$ cat config.mk
export PLATFORM = sky130hd
export DESIGN_NAME = lz77_token_decoder
export DESIGN_NICKNAME = d
export VERILOG_FILES = /design/src/rtl/lz77_token_decoder.sv
export SDC_FILE = /design/constraint.sdc
export NUM_CORES = 1
export LEC_CHECK = 0
export CORE_ASPECT_RATIO = 0.9
export CORE_MARGIN = 2
export CORE_UTILIZATION = 59
export CTS_CLUSTER_DIAMETER = 80
export DETAILED_ROUTE_END_ITERATION = 10
export GPL_TIMING_DRIVEN = 1
export PLACE_DENSITY = 0.88
export SYNTH_ARGS = -nofsm -noshare
export SYNTH_HDL_FRONTEND = slang
export SYNTH_SLANG_ARGS = --single-unit
$ cat constraint.sdc
create_clock -name clk -period 3.85 [get_ports clk]
set_input_delay 0.385 -clock clk [delete_from_list [all_inputs] [get_ports clk]]
set_output_delay 0.385 -clock clk [all_outputs]
set_load 0.01 [all_outputs]
$ cat src/rtl/lz77_token_decoder.sv
`default_nettype none
// ============================================================================
// Module   : lz77_token_decoder
// Purpose  : Rebuilds a byte stream from LZ77 (offset, match_len, char_nxt)
//            tokens, one byte per cycle, using a sliding history buffer that
//            every emitted byte refills. A token whose literal is TERM_CHAR
//            ends the stream: its copy bytes are emitted, the terminator
//            itself is not, and `finish` stays high until reset.
// Ports    : clk        - clock, rising edge
//            rst        - synchronous active-high reset
//            tok_valid  - token present on tok_offset/tok_len/tok_char
//            tok_ready  - decoder can accept a token this cycle
//            tok_offset - back-reference distance, 0 = most recent byte
//            tok_len    - copy length 0..7
//            tok_char   - literal byte following the copy
//            out_valid  - out_char holds a decoded byte
//            out_char   - decoded byte (8'h00 when not valid)
//            finish     - terminator processed (level)
// Revision : 1.0 - initial release
// ============================================================================
module lz77_token_decoder #(
    parameter int         HIST_DEPTH = 9,
    parameter logic [7:0] TERM_CHAR  = 8'h24
) (
    input  logic       clk,
    input  logic       rst,
    input  logic       tok_valid,
    output logic       tok_ready,
    input  logic [3:0] tok_offset,
    input  logic [2:0] tok_len,
    input  logic [7:0] tok_char,
    output logic       out_valid,
    output logic [7:0] out_char,
    output logic       finish
);

    localparam logic [1:0] c_st_idle = 2'd0;
    localparam logic [1:0] c_st_copy = 2'd1;
    localparam logic [1:0] c_st_lit  = 2'd2;
    localparam logic [1:0] c_st_done = 2'd3;

    logic [1:0] r_state;
    logic [3:0] r_off;
    logic [2:0] r_cnt;
    logic [7:0] r_lit;
    logic [7:0] r_hist [HIST_DEPTH];

    logic [7:0] w_copy_byte;
    logic       w_lit_is_term;
    logic       w_shift_en;
    logic [7:0] w_shift_byte;

    // Offsets beyond the buffer read as zero. The index is fixed for the
    // whole copy, so an overlapping copy (offset < len) naturally re-reads
    // bytes it has just pushed into the history.
    always_comb begin
        w_copy_byte = 8'h00;
        for (int i = 0; i < HIST_DEPTH; i++) begin
            if (r_off == 4'(i)) begin
                w_copy_byte = r_hist[i];
            end
        end
    end

    assign w_lit_is_term = (r_lit == TERM_CHAR);
    // Every emitted byte is also the byte shifted into the history.
    assign w_shift_en    = (r_state == c_st_copy) ||
                           ((r_state == c_st_lit) && !w_lit_is_term);
    assign w_shift_byte  = (r_state == c_st_copy) ? w_copy_byte : r_lit;

    assign tok_ready = (r_state == c_st_idle);
    assign out_valid = w_shift_en;
    assign out_char  = w_shift_en ? w_shift_byte : 8'h00;
    assign finish    = (r_state == c_st_done);

    // History shift register: entry 0 takes the emitted byte, the rest
    // move one place older.
    generate
        for (genvar gi = 0; gi < HIST_DEPTH; gi++) begin : g_hist
            if (gi == 0) begin : g_head
                always_ff @(posedge clk) begin
                    if (rst) begin
                        r_hist[gi] <= 8'h00;
                    end else if (w_shift_en) begin
                        r_hist[gi] <= w_shift_byte;
                    end
                end
            end else begin : g_tail
                always_ff @(posedge clk) begin
                    if (rst) begin
                        r_hist[gi] <= 8'h00;
                    end else if (w_shift_en) begin
                        r_hist[gi] <= r_hist[gi-1];
                    end
                end
            end
        end
    endgenerate

    always_ff @(posedge clk) begin
        if (rst) begin
            r_state <= c_st_idle;
            r_off   <= 4'd0;
            r_cnt   <= 3'd0;
            r_lit   <= 8'h00;
        end else begin
            case (r_state)
                c_st_idle: begin
                    if (tok_valid) begin
                        r_off   <= tok_offset;
                        r_cnt   <= tok_len;
                        r_lit   <= tok_char;
                        r_state <= (tok_len != 3'd0) ? c_st_copy : c_st_lit;
                    end
                end
                c_st_copy: begin
                    r_cnt <= r_cnt - 3'd1;
                    if (r_cnt == 3'd1) begin
                        r_state <= c_st_lit;
                    end
                end
                c_st_lit: begin
                    r_state <= w_lit_is_term ? c_st_done : c_st_idle;
                end
                c_st_done: begin
                    r_state <= c_st_done;
                end
                default: begin
                    r_state <= c_st_idle;
                end
            endcase
        end
    end

endmodule
`default_nettype wire

# Yosys cells after proc, flatten, opt, wreduce, memory -nomap -nowiden
# Memory sizes are Yosys's and may differ from the RTL's.
# Cells that the tools add are included.
totals:
  mem_count: 1
  ff_bits: 17
  mem_bits_rw: 72
  out_inout_bits: 11
  word_cells: 72
  in_bits: 18
mem_list:
  columns: ["memory", "depth", "word_bits", "rd", "rd_clocked_by_memory_dff", "write_ports", "line", "text"]
  rows:
  - ["r_hist", 9, 8, 9, 0, 9, "46", "logic [7:0] r_hist [HIST_DEPTH];"]
classes:
  n_reduce_logical: 10
  bitwise: 9
  mux: 32
  addsub: 1
  n_eq_ne: 15
ops:
  columns: ["cell", "count"]
  rows:
  - ["2-to-1 mux 8 bit", 20]
  - ["equality test 4 x 3 -> 1 bit, second input constant", 4]
  - ["OR 1 bit", 9]
  - ["equality test 4 x 2 -> 1 bit, second input constant", 2]
  - ["equality test 8 x 6 -> 1 bit, second input constant", 1]
  - ["2-to-1 mux 2 bit", 4]
  - ["one-hot mux 2 bit (4 select lines)", 1]
  - ["one-hot mux 3 bit (2 select lines)", 1]
  - ["AND reduction 2 bit", 3]
  - ["2-to-1 mux 1 bit", 5]
  - ["equality test 2 bit, second input constant", 2]
  - ["equality test 4 x 1 -> 1 bit, second input constant", 1]
  - ["equality test 4 bit, second input constant", 1]
  - ["zero test 4 bit", 1]
  - ["equality test 3 x 1 -> 1 bit, second input constant", 1]
  - ["2-to-1 mux 3 bit", 1]
  - ["nonzero test 3 bit", 1]
  - ["subtractor 3 x 1 -> 3 bit, second input constant", 1]
  - ["equality test 2 x 1 -> 1 bit, second input constant", 1]
  - ["zero test 2 bit", 1]
  - ["!= test 2 x 1 -> 1 bit, second input constant", 1]
  - ["!= test 2 bit, second input constant", 1]
  - ["nonzero test 2 bit", 1]
  - ["logical AND 1 bit", 1]
  - ["other kinds (2)", 2]

# Logic depth before layout (Yosys ltp)
logic_depth:
  ltp_word: 12
  mapped_depth: 8
  depth_no_buf: 7

# Worst setup path after synthesis
# No wires, ideal clock.
synth_timing:
  path_type: "reg-to-reg"
  start: "register r_state[0]"
  end: "memory r_hist[0][0] (enable)"
  setup_ns: 0.433
  slack_ns: 0.907
  stages_incl_launch_ff: 4
  path_buffers: 0
  required_ns: 3.417
  synth_period_minus_slack_ns: 2.943
  arrival_time_ns: 2.509
  path_cell_list: "dfxtp_1 -> and2b_4 -> a21boi_2 -> or3_1"
synth_lines:
  columns: ["element", "line", "text"]
  rows:
  - ["start: declaration", "42", "logic [1:0] r_state;"]
  - ["start signal: assignment", "102", "r_state <= c_st_idle;"]
  - ["start signal: assignment", "113", "r_state <= (tok_len != 3'd0) ? c_st_copy : c_st_lit;"]
  - ["start signal: assignment", "119", "r_state <= c_st_lit;"]
  - ["end: declaration", "46", null]

# Final worst setup path
layout_timing:
  start: "register r_off[0]"
  end: "output port out_char[2]"
layout_between:
  elab_chain_cells: 12
  elab_cells_between_ends: 20
  classes_between: "eq/ne (8); mux (11); reduce/logical (1)"
layout_lines:
  columns: ["element", "line", "text"]
  rows:
  - ["start: declaration", "43", "logic [3:0] r_off;"]
  - ["start signal: assignment", "110", "r_off <= tok_offset;"]
  - ["zero test 4 bit", "59", "if (r_off == 4'(i)) begin"]
  - ["2-to-1 mux 8 bit (8 in a row)", "59", null]
  - ["2-to-1 mux 8 bit (*)", "59", null]
  - ["2-to-1 mux 8 bit (*)", "69", "assign w_shift_byte = (r_state == c_st_copy) ? w_copy_byte : r_lit;"]
  - ["2-to-1 mux 8 bit (*)", "73", "assign out_char = w_shift_en ? w_shift_byte : 8'h00;"]
  - ["end: declaration", "33", "output logic [7:0] out_char,"]
# Mark *: on every way between the ends. The rest lies on a longest branch, timed or not.

==> impl_results.md <==
* Status: finished, final reports clean
* Wire length per cell at 18.4 µm
* Post-Route WL at 9.75 mm
* Clock skew at 0.0146 ns
* Grt ovf at 0
* Setup TNS at 0 ns
* Peak VDD IR at 0.339 mV
* CORE AREA at 7150 µm²
* Worst Path Arrival at 3.00 ns
* Die W at 95.0 µm
* # hold bufs at CTS at 0
* Layout cells sized above 1 at 8.49%
* DRT iter0 DRCs at 494
* Crit-path cells: inv_1 > a21oi_1 > nor4_1 > a211oi_1 > o21ai_0 > clkdlybuf4s50_1
* Layout Utilization at 68.5%
* Via count at 3,312
* Async SR Flop Fraction at 0%
* Num rows at 29
* Lkg Pwr at 1.79 nW
* Slew HR at 52.6%
* Port bufs at 28
* Netlist cell types at 48
* Post-route ant nets at 0
* Antenna violations before repair at 0
* CTS tree: done
* Synth Area in XOR/XNOR at 0%
* Worst path slowest cell: dfxtp_1
* Startpoint Class: flop
* Fmax achieved at 295 MHz
* Max Cap Viol at 0
* Overall die height at 85.9 µm
* Hold WC Path Type: flop to flop
* Main combinational cell family by area after synthesis: simple AND/OR/NAND/NOR gates
* Post-Synth Simple-Gate Area at 21.9%
* Most frequent cell after synthesis: edfxtp_1
* FF-to-FF setup slack at 1.49 ns
* Final Hold Fails at 0
* Final setup viols at 0
* Vias in the first global route at 3,087
* Max-slew violations at 0
* Initial Utilization at 61.6%
* Number of setup buffers added after CTS at 0
* CTS resizes at 0
* RSZ-0062 raised after global routing: no
* GP Congestion at 0.830
* Synthesized flop and latch total at 89
* Fin crit share at 87.9%
* Clk_lat worst skew at 0.37 ns
* Clock buffer depth at 2
* Synthesized area at 4400 µm²
* WP data required at 3.46 ns
* CP endpoint kind: primary output
* Final nets at 451
* Top FF cell, synth: edfxtp_1
* Compound-cell area share of the yosys netlist at 14.2%
* Avg Vias per Cell at 6.26
* Reg clk slew, reported paths at 0.08 ns
* Clk sinks at 89
* Post-Synthesis Cells at 412
* Most frequent cells after synthesis: 72 x edfxtp_1, 68 x and2_1, 45 x nand2_1, 43 x a21oi_1, 19 x nor2_1
* # DRC at 0
* Post-synthesis mux area share at 2.90%
* Pre-CTS setup slack at 0.919 ns
* CP max stage delay at 0.70 ns
* Worst setup margin at 0.466 ns
* Sequential share of the synthesized area at 56.9%
* First-pass GRT wire length at 15.8 mm
* Area share of fa/ha/maj cells after synthesis at 0.569%
* Top cell type's share of synthesized area at 49.1%
* Least-Margin Pin Slew at 0.710 ns
* ANT cells at 0
* Avg Inst Size Synth at 10.7 µm²
* PwrDens at 530 nW/µm²
* Synth top area cells: edfxtp_1 49%, and2_1 9.7%, dfxtp_1 7.7%
* Clock root buffer: clkbuf_8
* Htree depth at 3
* Synth area leader: edfxtp_1
* EDFF count, synth at 72
* Io pins at 29
* Period minus WS final at 3.38 ns
* Die ar. at 8170 µm²
* TritonCTS Buffers at 9
* Ys Warns at 0
* Largest net degree at the start of global routing at 40
* Critical path class: flop to primary output
* Power Total at 2.60 mW
* Drt first pass iters at 5
* DP HPWL at 6.49 mm
* GRT Overall Usage at 25.8%
* Crit path max fanout at 21
* Synthesized net count at 432
* Area Overhead vs Synth at 11.3%
==> cell type report <==
type,count,area (µm²)
Clock inverter,6,58.8
Multi-Input combinational cell,291,1740
Fill cell,496,2250
Clock buffer,10,128
Sequential cell,89,2500
Timing Repair Buffer,35,333
Tap cell,93,116
Inverter,5,18.8
==> critical path, delay by kind of cell (launching register included) <==
kind	cells	cell delay, ns
and+or+nand+nor	1	0.07
DFF	1	0.70
AOI/OAI and AO/OA	3	0.84
buffers and inverters	2	1.01
==> report_power, final <==
group	switching [mW]	total, mW	internal [mW]
sequential	0.130	1.39	1.26
combinational	0.344	0.585	0.241
clock	0.326	0.622	0.296
total	0.800	2.60	1.80
==> worst paths after layout <==
kind                            startpoint           end  cells after the start
worst max-delay path              r_off[0]   out_char[2]                      6
worst min-delay path              r_lit[5]      r_lit[5]                      2
worst max register to register    r_off[0]  r_hist[0][5]                      5
worst min register to register    r_lit[5]      r_lit[5]                      2
==> cell families after synthesis <==
logic type	Yosys count
buffers and inverters	32
multiplexers	12
AO/OA/AOI/OAI	102
flip-flops	89
adder cells (fa/ha/maj)	2
AND/OR/NAND/NOR	175
==> routing by layer <==
metal / global-route usage (%) / vias up / part of all wire (%)
li1: - / 1522 / -
met1: 37.9 / 1570 / 43
met2: 38.4 / 193 / 46
met3: 3.60 / 27 / 8.4
met4: 11.3 / 0 / 2.8
met5: 0 / - / 0
==> sequential cells by signal, summed over array words and instances, names as in the netlist <==
name and flops:
r_cnt 3, r_hist 72, r_lit 8, r_off 4, r_state 2
==> placed cells by master, fill, tap and decap left out, types with 8 or more instances in the layout <==
cell type        count
o21ai_0             18
clkbuf_8             9
nor2_1              19
edfxtp_1            72
a21oi_1             43
dfxtp_1             17
and2_1              68
nand2_1             45
clkdlybuf4s50_1     28
a211oi_1             8
==> through the flow <==
| stage | instances | area (µm²) | hold slack, ns |
|---|---|---|---|
| after floorplan | 412 | 4400 | 0.444 |
| after global placement | 513 | 4710 | 0.454 |
| after detailed placement | 513 | 4710 | 0.462 |
| after CTS | 529 | 4900 | 0.474 |
| after global routing | 529 | 4900 | 0.518 |
| final | 529 | 4900 | 0.472 |
Note: power is estimated with default switching activity, not from simulation.
